<file path="config.mk">
export PLATFORM = sky130hd
export DESIGN_NAME = rv32_pipe_skid_queue
export DESIGN_NICKNAME = d
export VERILOG_FILES = /design/src/rtl/rv32_pipe_pkg.sv /design/src/rtl/rv32_sat_counter.sv /design/src/rtl/rv32_pipe_skid_queue.sv
export SDC_FILE = /design/constraint.sdc
export NUM_CORES = 1
export LEC_CHECK = 0
export CAP_MARGIN = 40
export CORE_AREA = 2 2 94 105
export CTS_CLUSTER_DIAMETER = 50
export DETAILED_ROUTE_END_ITERATION = 16
export DIE_AREA = 0 0 96 107
export GPL_ROUTABILITY_DRIVEN = 0
export PLACE_DENSITY = 0.73
export SLEW_MARGIN = 20
export SYNTH_ARGS = -nofsm -noshare
export SYNTH_HDL_FRONTEND = slang
export SYNTH_HIERARCHICAL = 1
export SYNTH_SLANG_ARGS = --single-unit
</file>
<file path="constraint.sdc">
create_clock -name clk -period 4.5 [get_ports clk]
set_clock_uncertainty 0.2 [all_clocks]
set_input_delay 0.675 -clock clk [delete_from_list [all_inputs] [get_ports clk]]
set_output_delay 0.675 -clock clk [all_outputs]
set_load 0.03 [all_outputs]
</file>
<file path="src/rtl/rv32_pipe_pkg.sv">
// Shared types and constants for the RV32 pipeline-stage queues.
// Stage payloads are opaque to the queue; the stages pack and unpack them.
package rv32_pipe_pkg;

  // Canonical RV32 NOP: ADDI x0, x0, 0.
  localparam logic [31:0] RV32_NOP = 32'h0000_0013;

  // ID/EX stage payload.
  typedef struct packed {
    logic [31:0] code;
    logic [31:0] pc;
    logic [31:0] pc_ret;
    logic [31:0] rs1_data;
    logic [31:0] rs2_data;
    logic [5:0]  alu;
    logic [2:0]  rf;
    logic [3:0]  bshift;
    logic        pc_hlt;
    logic [1:0]  data_ctrl;
    logic        sel_rs1;
    logic        sel_rs2;
    logic        sel_rd1;
  } id_ex_pl_t;

  // EX/MEM stage payload.
  typedef struct packed {
    logic [31:0] code;
    logic [31:0] pc;
    logic [31:0] alu_res;
    logic [31:0] rs2_data;
    logic [1:0]  data_ctrl;
    logic [2:0]  rf;
    logic        sel_rd1;
  } ex_mem_pl_t;

  // Bubble value for an ID/EX queue: an ALU no-op that does not halt-advance the PC.
  localparam id_ex_pl_t ID_EX_NOP = '{
    code:      32'h0,
    pc:        32'h0,
    pc_ret:    32'h0,
    rs1_data:  32'h0,
    rs2_data:  32'h0,
    alu:       6'd7,
    rf:        3'd0,
    bshift:    4'd0,
    pc_hlt:    1'b1,
    data_ctrl: 2'b01,
    sel_rs1:   1'b0,
    sel_rs2:   1'b0,
    sel_rd1:   1'b0
  };

  // Pointer width for a circular buffer of the given depth (at least one bit).
  function automatic int unsigned ptr_width(input int unsigned depth);
    return (depth <= 1) ? 1 : $clog2(depth);
  endfunction

endpackage

</file>
<file path="src/rtl/rv32_sat_counter.sv">
// Saturating up-counter with synchronous clear; clear beats increment.
// Used for bubble counting here and by the performance monitor.
module rv32_sat_counter
  import rv32_pipe_pkg::*;
#(
  parameter int unsigned W = 16
) (
  input  logic         clk,
  input  logic         rst_n,
  input  logic         inc,
  input  logic         clr,
  output logic [W-1:0] cnt
);

  logic [W-1:0] cnt_q;
  logic [W-1:0] cnt_d;

  // Next count: clear, else increment unless already all-ones.
  always_comb begin
    // NOTE: default first so every path assigns cnt_d and no latch is inferred.
    cnt_d = cnt_q;
    if (clr) begin
      cnt_d = '0;
    end else if (inc && (cnt_q != '1)) begin
      cnt_d = cnt_q + W'(1);
    end
  end

  // Counter register.
  always_ff @(posedge clk or negedge rst_n) begin
    if (!rst_n) begin
      cnt_q <= '0;
    end else begin
      // NOTE: non-blocking so the flop samples the pre-edge value of cnt_d.
      cnt_q <= cnt_d;
    end
  end

  assign cnt = cnt_q;

endmodule

</file>
<file path="src/rtl/rv32_pipe_skid_queue.sv">
// Pipeline-stage queue: DEPTH-entry circular buffer with valid/ready on both
// sides, flush (empty), hold (bubble out, block in, keep contents) and a
// saturating bubble counter. DEPTH=1 behaves as a pass-through register whose
// in_ready follows out_ready; DEPTH>=2 drives in_ready from registers only.
module rv32_pipe_skid_queue
  import rv32_pipe_pkg::*;
#(
  parameter int unsigned       DATA_W  = 32,
  parameter int unsigned       DEPTH   = 2,
  parameter logic [DATA_W-1:0] NOP_VAL = '0,
  parameter int unsigned       CNT_W   = 16
) (
  input  logic                       clk,
  input  logic                       rst_n,
  input  logic                       flush,
  input  logic                       hold,
  input  logic                       in_valid,
  output logic                       in_ready,
  input  logic [DATA_W-1:0]          in_data,
  output logic                       out_valid,
  input  logic                       out_ready,
  output logic [DATA_W-1:0]          out_data,
  output logic [$clog2(DEPTH+1)-1:0] count,
  output logic [CNT_W-1:0]           bubble_cnt,
  input  logic                       bubble_clr
);

  localparam int unsigned PTR_W = ptr_width(DEPTH);
  localparam int unsigned OCC_W = $clog2(DEPTH + 1);

  typedef logic [PTR_W-1:0] ptr_t;
  typedef logic [OCC_W-1:0] occ_t;

  localparam ptr_t LAST_PTR = ptr_t'(DEPTH - 1);
  localparam occ_t FULL_CNT = occ_t'(DEPTH);

  logic [DATA_W-1:0] storage_q [DEPTH];
  ptr_t              rd_ptr_q, rd_ptr_d;
  ptr_t              wr_ptr_q, wr_ptr_d;
  occ_t              count_q, count_d;
  logic              not_empty;
  logic              push;
  logic              pop;
  logic              bubble_inc;

  // Advance a pointer, wrapping at DEPTH (works for non-power-of-two depths).
  function automatic ptr_t ptr_next(input ptr_t p);
    return (p == LAST_PTR) ? '0 : p + ptr_t'(1);
  endfunction

  assign not_empty = (count_q != '0);
  assign out_valid = ~hold & not_empty;
  assign out_data  = out_valid ? storage_q[rd_ptr_q] : NOP_VAL;
  assign count     = count_q;

  generate
    if (DEPTH == 1) begin : g_pass
      // Single entry can be replaced in the same cycle it drains.
      assign in_ready = ~hold & (~not_empty | out_ready);
    end else begin : g_skid
      // Registered ready: no combinational path from out_ready.
      assign in_ready = ~hold & (count_q < FULL_CNT);
    end
  endgenerate

  // Flush suppresses both transfers; the head is not consumed by a flush.
  assign push = in_valid & in_ready & ~flush;
  assign pop  = out_valid & out_ready & ~flush;

  // Next pointers and occupancy from this cycle's transfers.
  always_comb begin
    rd_ptr_d = rd_ptr_q;
    wr_ptr_d = wr_ptr_q;
    count_d  = count_q;
    if (flush) begin
      rd_ptr_d = '0;
      wr_ptr_d = '0;
      count_d  = '0;
    end else begin
      if (push) wr_ptr_d = ptr_next(wr_ptr_q);
      if (pop)  rd_ptr_d = ptr_next(rd_ptr_q);
      unique case ({push, pop})
        2'b10:   count_d = count_q + occ_t'(1);
        2'b01:   count_d = count_q - occ_t'(1);
        default: count_d = count_q;
      endcase
    end
  end

  // Pointer and occupancy registers; reset to an empty queue.
  always_ff @(posedge clk or negedge rst_n) begin
    if (!rst_n) begin
      rd_ptr_q <= '0;
      wr_ptr_q <= '0;
      count_q  <= '0;
    end else begin
      rd_ptr_q <= rd_ptr_d;
      wr_ptr_q <= wr_ptr_d;
      count_q  <= count_d;
    end
  end

  // Payload storage written at the tail on every accepted push.
  // NOTE: storage is deliberately not reset; out_data is muxed to NOP_VAL
  // whenever no entry is presented, so unwritten slots never reach the output.
  always_ff @(posedge clk) begin
    if (push) storage_q[wr_ptr_q] <= in_data;
  end

  // A bubble is a cycle where downstream could take data but none is offered;
  // flush cycles also count as bubbles.
  assign bubble_inc = flush | (out_ready & ~out_valid);

  rv32_sat_counter #(
    .W (CNT_W)
  ) u_bubble_cnt (
    .clk   (clk),
    .rst_n (rst_n),
    .inc   (bubble_inc),
    .clr   (bubble_clr),
    .cnt   (bubble_cnt)
  );

endmodule

</file>
==> results.toml, run 1 <==
[run_status]
status = "finished clean"

[sta]
timing.final.ws_setup_ps = 865
tightest_slew_ps = 850
tns_ps = 0
relSlewSlack_pct = 42.9
period_minus_slack_ps = 3630
hold_viol = 0
finalSetupViolCount = 0
rsz0062_at_grt = "no"
slew_violations = 0
max_freq_mhz = 275
period_share_pct = 80.8

[layout]
diodes = 0
area_delta_synth_final_pct = 34.2
fillers = 804
nets = 396
drive_gt1_share_pct = 9.44

[worst_setup_path]
worstSetupPathType = "in2out"
end_kind = "primary output"
worst-path-max-fanout = 15
crit_start = "hold"
cp.required_ps = 3620
regToRegStartpoint = "count[1]"
critPathLaunchType = "input pin"
cp.arrival_ps = 2760

[drt]
drc = 0
routed_wl_um = 7410
avgRoutedWirePerCell_um = 15.5
dr.first_iter.drc_count = 101
ant_nets = 0
first_pass_iters = 4
vias = 2425
vias_per_cell = 5.08

[yosys]
synth_fp_nets = 302
synth_top_cell_area_share_pct = 53.2
synth_cells = 262
ys_types = 41
syn_area_sq_um = 3610
synth_largest_area_cell = "edfxtp_1"
ys.flop_type = "edfxtp_1"
ys_warn_count = 6
synth-edff-count = 64
ys_async_sr_fraction_pct = 23.8
synthTopCellsByCount = "64 x edfxtp_1, 38 x nor2_1, 32 x mux2i_1"
synth_seq_cells = 84
syn_area_per_cell_sq_um = 13.8
seq_area_frac_synth_pct = 67.1
synth.most_common_cell = "edfxtp_1"
ys_top_cells_by_area = "edfxtp_1 53%, dfrtp_1 14%, mux2i_1 8.9%"

[clocking]
numCtsBuffers = 9
clk_pin_slew_ps = 80
cts_setup_buffers = 0
cts_root_buf = "clkbuf_8"
cts_tree = "yes"
cts_hold_buf = 0
clk_latency_ps = 340
clk_path_buf_depth = 2
htree_levels = 3
ctsResizeCount = 0
cts.sinks = 84

[floorplan]
ios = 91
die_y_um = 107
die_w_um = 96
rows = 37
die-area_sq_um = 10300
start_util_pct = 39.2
core_sq_um = 9210

[global_routing]
grt_overflow = 0
grt_pass1_vias = 2362
track_usage_pct = 14.8
grt_start_max_net_pins = 33
grt_pass1_wl_um = 11500
antenna_found_initial = 0

[hold_path]
hp-start = "u_bubble_cnt/cnt[10]"
hold_path_class = "reg2reg"

[power]
vdd_drop_max_mv = 0.132
p_clk_share_pct = 30.2
p_per_area_nw_per_um2 = 302
p_comb_share_pct = 10.8
p_switching_w = 0.000340
leakagePower_nw = 1.63
p_int_w = 0.00112
swShare_pct = 23.2
seqPwrFrac_pct = 59.0

[placed_design]
hpwl_um = 5030
dp_slack_ps = 850
port_buffers = 90

[run]
cap_violations = 0
-- layout by cell type, fill, tap and decap left out, types with 2 or more instances in the layout --
cell type and instances:
nand3_1 3, mux2_1 4, edfxtp_1 64, clkinv_2 2, or4_1 5, nor4_1 4, clkdlybuf4s50_1 90, or3_1 4
and4_2 2, a21oi_1 15, inv_1 5, nor4_4 2, buf_4 4, nand2_1 7, o21ai_0 4, nand4_1 6
o21ai_1 3, clkbuf_8 9, dfrtp_1 19, nor2_1 38, mux2i_1 32, and3_1 2, o31ai_1 7, or4_2 2
nor2b_1 4
-- critical path, stage by stage --
cell	delay, ps
clkdlybuf4s50_1	670
inv_1	140
o21ai_2	320
buf_4	300
nor2_1	60
clkdlybuf4s50_1	590
-- kinds of logic (layout without fill, tap and decap cells) --
logic type | Yosys count | after routing | share of synthesized area [%]
XOR/XNOR | 1 | 1 | 0.243
AND/OR/NAND/NOR | 87 | 87 | 13.3
flip-flops | 84 | 84 | 67.1
adder cells (fa/ha/maj) | 1 | 1 | 0.346
buffers and inverters | 18 | 116 | 2.74
multiplexers | 37 | 37 | 10.4
AO/OA/AOI/OAI | 34 | 34 | 5.89
-- per-layer routing --
layer / global-route usage [%] / wire [um]
met1: 19.7 / 3320
met2: 22.4 / 3420
met3: 5.13 / 595
met4: 5.51 / 83
met5: 0 / 0
-- path summary, 6_finish.rpt --
path,endpoint,slack (ps),depth (start not counted)
min,u_bubble_cnt/cnt[10],400,2
max in group asynchronous,rd_ptr_q,3280,2
min reg2reg,u_bubble_cnt/cnt[10],400,2
max reg2reg,u_bubble_cnt/cnt[3],1620,5
max,out_data[26],870,6
min in group asynchronous,u_bubble_cnt/cnt[2],410,1
-- cell type report --
class	instances	area, sq um	share of cell area (%)
sequential	84	2420	50.0
tap	117	146	3.02
multi-input combinational	160	1120	23.1
clock buffer	10	128	2.63
timing repair buffer	96	978	20.2
inverter	5	18.8	0.387
clock inverter	5	30.0	0.620
-- sequential cells by signal, indices dropped and copies added, names as in the netlist --
register          cells
u_bubble_cnt/cnt     16
rd_ptr_q              1
count                 2
wr_ptr_q              1
storage_q            64
-- through the flow --
| stage | instances | power (W) | hold slack [ps] | cell area (sq um) | utilization [%] |
|---|---|---|---|---|---|
| floorplan | 262 | 0.000952 | 179 | 3620 | - |
| detailed placement | 462 | 0.00104 | 380 | 4690 | 50.9 |
| CTS | 477 | 0.00148 | 399 | 4850 | 52.6 |
| global route | 477 | 0.00153 | 403 | 4850 | 52.6 |
| global placement | 460 | 0.00103 | 377 | 4640 | 50.4 |
| finish | 477 | 0.00146 | 403 | 4850 | 52.6 |
-- power groups by stage --
stage               sequential (W)  combinational (W)  clock (W)
finish                    0.000862           0.000158   0.000441
detailed placement        0.000879           0.000160          0
CTS                       0.000862           0.000161   0.000459
global placement          0.000882           0.000149          0
global route              0.000864           0.000170   0.000494
floorplan                 0.000882          0.0000705          0
(Power assumes the default switching activity.)
==> run 2, diff against run 1 <==
Clock period 4.5 ns to 3.2 ns, I/O delays scaled along.
==> results.toml, run 2 (synthesis gave the netlist of run 1 again) <==
[worst_setup_path]
critPathMaxStageDelay_ps = 690
ff2ff_path_depth = 6
cp.depth = 6
path_buf_inv = 4
worstSetupPathType = "in2out"
cpMaxStageDelayCell = "clkdlybuf4s50_1"
cpLargestDelayFamily = "buffers and inverters"
rrSetupSlack_ps = 820
worstPathCellList = "clkdlybuf4s50_1 > inv_1 > o21ai_2 > buf_12 > nor2_1 > clkdlybuf4s50_1"
cp.required_ps = 2520
worst-path-max-fanout = 33
r2r-end = "u_bubble_cnt/cnt[6]"
end_kind = "primary output"
regToRegStartpoint = "count[1]"
critPathLaunchType = "input pin"
crit_path_frequent_cell = "clkdlybuf4s50_1"
cp.arrival_ps = 2140

[global_routing]
grt_overflow = 0
grt_pass1_vias = 2469
track_usage_pct = 15.2
grt_pass1_wl_um = 12000
antenna_found_initial = 0
grt_start_max_net_pins = 34

[clocking]
htree_levels = 3
clk_latency_ps = 340
cts_hold_buf = 0
clk_path_buf_depth = 2
cts.sinks = 84
clk_pin_slew_ps = 90
cts_setup_buffers = 0
cts_root_buf = "clkbuf_8"
numCtsBuffers = 9
ctsResizeCount = 0
cts_tree = "yes"

[sta]
tightest_slew_ps = 761
tns_ps = 0
max_freq_mhz = 355
hold_viol = 0
rsz0062_at_grt = "no"
slew_violations = 0
timing.hold.ws_ps = 177
period_share_pct = 88.1
relSlewSlack_pct = 49.1
period_minus_slack_ps = 2820
finalSetupViolCount = 0

[layout]
fillers = 798
diodes = 0
layout.cells.non_filler = 481
area_delta_synth_final_pct = 35.5
largest_reg_flops = 64
nets = 399
largest_register = "storage_q"
seq_area_sq_um = 2420
drive_gt1_share_pct = 10.7
multi_input_area_sq_um = 1120
final_cell_mix = "90 x clkdlybuf4s50_1, 64 x edfxtp_1, 38 x nor2_1, 32 x mux2i_1, 19 x dfrtp_1"
layout_commonest_cell = "clkdlybuf4s50_1"

[drt]
routed_wl_um = 7580
avgRoutedWirePerCell_um = 15.8
vias = 2491
dr.first_iter.drc_count = 89
ant_nets = 0
first_pass_iters = 4
vias_per_cell = 5.18
drc = 0

[floorplan]
rows = 37
die-area_sq_um = 10300
core_sq_um = 9210
ios = 91
die_w_um = 96
die_y_um = 107
start_util_pct = 39.2

[placed_design]
port_buffers = 90
placed_cells = 465
hpwl_um = 5100

[power]
leakagePower_nw = 1.66
p_per_area_nw_per_um2 = 437
vdd_drop_max_mv = 0.187

[run]
cap_violations = 0

[hold_path]
hold_path_class = "in2async"

[run_status]
status = "finished clean"
run 2: cell count changes in the layout (fill, tap and decap cells not counted), sizes merged:
cell,before,now
inv,5,8
buf,6,9
clkinv,4,2
run 2: per-layer routing:
metal	routed length [um]	vias up	track usage [%]
met4	99	0	5.31
met1	3360	1201	19.6
li1	-	1184	-
met3	559	11	4.78
met5	0	-	0
met2	3560	95	23.9
run 2: where the power goes:
group	internal (W)	switching (W)	total, W
sequential	0.00120	0.0000146	0.00121
clock	0.000299	0.000403	0.000702
combinational	0.000108	0.000118	0.000226
run 2: cell type report:
cell class,count,share of cell area (%)
clock inverters,6,1.15
repair buffers,99,20.4
flip-flops and latches,84,49.5
well taps,117,2.99
multi-input cells,160,22.9
inverters,5,0.383
clock buffers,10,2.61
run 2: through the flow:
step / worst slack [ps] / total power, W / utilization, % / cell area (sq um)
after global routing: 264 / 0.00223 / 53.1 / 4890
after detailed placement: 383 / 0.00146 / 51.1 / 4710
after global placement: 408 / 0.00146 / 51.0 / 4700
after floorplan: 596 / 0.00134 / - / 3640
after CTS: 348 / 0.00216 / 53.1 / 4890
final: 380 / 0.00214 / 53.1 / 4890
run 2: worst max-delay path by stage:
stage,start,endpoint,slack (ps)
global route,rd_ptr_q,out_data[18],260
floorplan,count[1],storage_q[1][0],600
detailed placement,hold,out_data[11],380
global placement,hold,out_data[5],410
CTS,rd_ptr_q,out_data[18],350
finish,hold,out_data[11],380
==> variant 1: new RTL, settings of run 1 <==
Make the reset (`rst_n`) synchronous in 2 clocked blocks.
--- a/src/rtl/rv32_sat_counter.sv
+++ b/src/rtl/rv32_sat_counter.sv
@@ -27,7 +27,7 @@
   end
 
   // Counter register.
-  always_ff @(posedge clk or negedge rst_n) begin
+  always_ff @(posedge clk) begin
     if (!rst_n) begin
       cnt_q <= '0;
     end else begin
--- a/src/rtl/rv32_pipe_skid_queue.sv
+++ b/src/rtl/rv32_pipe_skid_queue.sv
@@ -88,7 +88,7 @@
   end
 
   // Pointer and occupancy registers; reset to an empty queue.
-  always_ff @(posedge clk or negedge rst_n) begin
+  always_ff @(posedge clk) begin
     if (!rst_n) begin
       rd_ptr_q <= '0;
       wr_ptr_q <= '0;
Behaviour: differs if rst_n is asserted again (counterexample within 4 cycles, from zero or initial values and one cycle with rst_n low); with rst_n held inactive, the same outputs for 10 cycles.
==> variant 1 against run 1 <==
- wire length is 5.2% lower
- synthesized area is 2.7% lower
- sequential cell count up 1
- combinational power fell by 46%
- design area shrank 0.57%
- total power shrank 3.4%
- global-route usage decreased by 0.83 points
- worst setup slack better by 310 ps
- count of clock-buffer cells in the layout did not move
- non-clock buffer count down 2
- critical endpoint is now out_data[2]
==> variant 1: results <==
{
  "grtUsageTotal": 0.140,
  "drive_above_1_share": 0.0896,
  "dp.cells": 456,
  "outcome": "finished clean",
  "synthCells": 255,
  "tightestPinTransition_ps": 553,
  "r2r_cells": 6,
  "viasPerCell": 4.93,
  "dp_hpwl_um": 4890,
  "r2r_start": "count[1]$_SDFFE_PP0P_",
  "ir_drop_uv": 141,
  "r2r_end": "u_bubble_cnt/cnt[9]$_SDFFE_PP0P_",
  "wl_met3_um": 436,
  "ys_types": 44,
  "hp-start": "rd_ptr_q$_SDFFE_PP0P_",
  "synth_area_leaders": "edfxtp_1, dfxtp_1, mux2i_1",
  "dr.first_iter.drc_count": 60,
  "whs_ps": 341,
  "grt_max_degree": 38,
  "reg2reg_slack_ps": 2160,
  "grt_pass1_vias": 2330,
  "fin_cells": 474,
  "seq_area_frac_synth": 0.666,
  "route.met2.wl_um": 3490,
  "multi_input_area_um2": 1130
}
## variant 1: changes by cell type in the layout (fill, tap and decap cells not counted), sizes merged, moves of 5 or more
cell	run 1	this run
dfxtp	0	21
mux2	5	0
or4	7	2
a21oi	15	7
nor2	38	46
dfrtp	20	0
o31ai	7	2
## variant 1: per-layer routing
| layer | up-vias | global-route usage |
|---|---|---|
| met1 | 1098 | 0.177 |
| met5 | - | 0 |
| met3 | 5 | 0.0422 |
| met2 | 80 | 0.227 |
| met4 | 0 | 0.0469 |
| li1 | 1153 | - |
## variant 1: worst max-delay path by stage
stage,to,cells past startpoint,startpoint
floorplan,storage_q[0][0]$_DFFE_PP_,3,flush
global placement,out_data[11],4,hold
detailed placement,out_data[3],4,hold
CTS,out_data[3],4,hold
global route,out_data[2],5,hold
finish,out_data[2],5,hold
## variant 1: cells by family after synthesis
group / after synthesis / share of synthesized area
AOI/OAI and AO/OA: 29 / 0.0651
xor gates and xnor gates: 7 / 0.0174
muxes: 33 / 0.0940
buffers and inverters: 13 / 0.0164
and+or+nand+nor: 86 / 0.134
DFF: 85 / 0.666
adders and majority gates: 2 / 0.00712
## variant 1: area by class of cell
type,instances,area share
Clock buffer,10,0.0265
Clock inverter,6,0.00961
Inverter,5,0.00390
Multi-Input combinational cell,157,0.235
Sequential cell,85,0.486
Tap cell,117,0.0304
Timing Repair Buffer,94,0.208
## variant 1: power groups by stage
| stage | clock network [mW] | logic [mW] | registers (mW) |
|---|---|---|---|
| 2_1_floorplan | 0 | 0.0283 | 0.877 |
| 3_3_place_gp | 0 | 0.0803 | 0.875 |
| 3_5_place_dp | 0 | 0.0852 | 0.875 |
| 4_1_cts | 0.494 | 0.0857 | 0.857 |
| 5_1_grt | 0.521 | 0.0923 | 0.858 |
| 6_report | 0.470 | 0.0854 | 0.857 |
==> variant 2: new RTL, flow settings as in run 1 <==
Made on the original files. `DATA_W`: 32 -> 16.
--- a/src/rtl/rv32_pipe_skid_queue.sv
+++ b/src/rtl/rv32_pipe_skid_queue.sv
@@ -5,7 +5,7 @@
 module rv32_pipe_skid_queue
   import rv32_pipe_pkg::*;
 #(
-  parameter int unsigned       DATA_W  = 32,
+  parameter int unsigned       DATA_W  = 16,
   parameter int unsigned       DEPTH   = 2,
   parameter logic [DATA_W-1:0] NOP_VAL = '0,
   parameter int unsigned       CNT_W   = 16
Ports: changed (resized in_data and out_data); port bits go from 91 to 59. The function was not compared with the original's and may differ.
==> variant 2 against run 1 <==
- total power shrank 35%
- sequential cell count decreased by 32
- wire length is 29% lower
- count of clock-buffer cells in the layout down 5
- synthesized area down 33%
- synthesized cell count shrank 26%
- design area decreased by 32%
- worst setup slack gained 270 ps
- largest cell class unchanged
- highest routed layer unchanged
==> variant 2: results <==
{
  "outcome": "finished clean",
  "largest_reg_flops": 32,
  "dr.pass1.iters": 4,
  "met3_usage": 0.0281,
  "numPortBuffers": 58,
  "avgRoutedWirePerCell_um": 14.1,
  "grt_pass1_vias": 1779,
  "synth_nets": 218,
  "clock_latency_ps": 300,
  "viasPerCell": 4.83,
  "synth_area_leaders": "edfxtp_1, dfrtp_1, mux2i_1",
  "met1_usage": 0.138,
  "clk_pin_slew_ps": 100,
  "nFillCells": 905,
  "place_ws_ps": 990,
  "nets": 279,
  "seq_area_frac_synth": 0.607,
  "fin_cells": 373,
  "synth_edf_count": 32,
  "wl_met1_um": 2210,
  "dp.cells": 364,
  "synth-xor-area-share": 0.00364,
  "grt_pass1_wl_um": 8650,
  "ir_drop_uv": 125,
  "cts_setup_buffers": 0,
  "path_max_fanout": 18,
  "wl_met3_um": 405,
  "route.met2.wl_um": 2580,
  "synth_top_cells_by_count": "edfxtp_1, nor2_1, dfrtp_1, mux2i_1, a21oi_1",
  "grtUsageTotal": 0.107,
  "drive_above_1_share": 0.105,
  "yosys.area_share.adder": 0.00519,
  "dpl_cell_area_um2": 3150,
  "avgSynthCellArea_um2": 12.4,
  "tightestPinTransition_ps": 754,
  "synthMuxAreaShare": 0.0899,
  "critPathArrivalTime_ps": 2490,
  "use_met2": 0.176,
  "cpPeakStageDelay_ps": 630,
  "dp_hpwl_um": 3640,
  "synth_compound_area_frac": 0.0883,
  "dr.first_iter.drc_count": 67
}
variant 2: layout make-up:
class	instances	area, um2	area share
sequential	52	1460	0.446
multi-input combinational	128	883	0.270
timing repair buffer	63	652	0.199
tap	117	146	0.0447
clock buffer	5	68.8	0.0210
clock inverter	3	46.3	0.0141
inverter	5	18.8	0.00573
variant 2: report_power, final:
group	total, mW	switching (mW)	internal, mW	leakage, nW
clock	0.323	0.156	0.168	0.0548
sequential	0.525	0.00768	0.518	0.567
combinational	0.104	0.0560	0.0483	0.509
variant 2: logic make-up after synthesis:
| group | count (synthesis) |
|---|---|
| and+or+nand+nor | 71 |
| AOI/OAI and AO/OA | 34 |
| DFF | 52 |
| buffers and inverters | 14 |
| muxes | 21 |
| xor gates and xnor gates | 1 |
| adders and majority gates | 1 |
variant 2: worst paths after layout:
path / start / slack, ps / cells past startpoint / end
worst max-delay path: hold / 1140 / 5 / out_data[9]
worst min-delay path: u_bubble_cnt/cnt[14]$_DFFE_PN0P_ / 390 / 2 / u_bubble_cnt/cnt[14]$_DFFE_PN0P_
worst max register to register: count[1]$_DFFE_PN0P_ / 1600 / 5 / u_bubble_cnt/cnt[3]$_DFFE_PN0P_
worst min register to register: u_bubble_cnt/cnt[14]$_DFFE_PN0P_ / 390 / 2 / u_bubble_cnt/cnt[14]$_DFFE_PN0P_
max in group asynchronous: rst_n / 3220 / 2 / count[0]$_DFFE_PN0P_
min in group asynchronous: rst_n / 440 / 1 / u_bubble_cnt/cnt[9]$_DFFE_PN0P_
variant 2: worst max-delay path, delay by kind of cell:
kind,cells,cell delay (ps)
AO/OA/AOI/OAI,1,310
AND/OR/NAND/NOR,1,140
buffers and inverters,3,1370
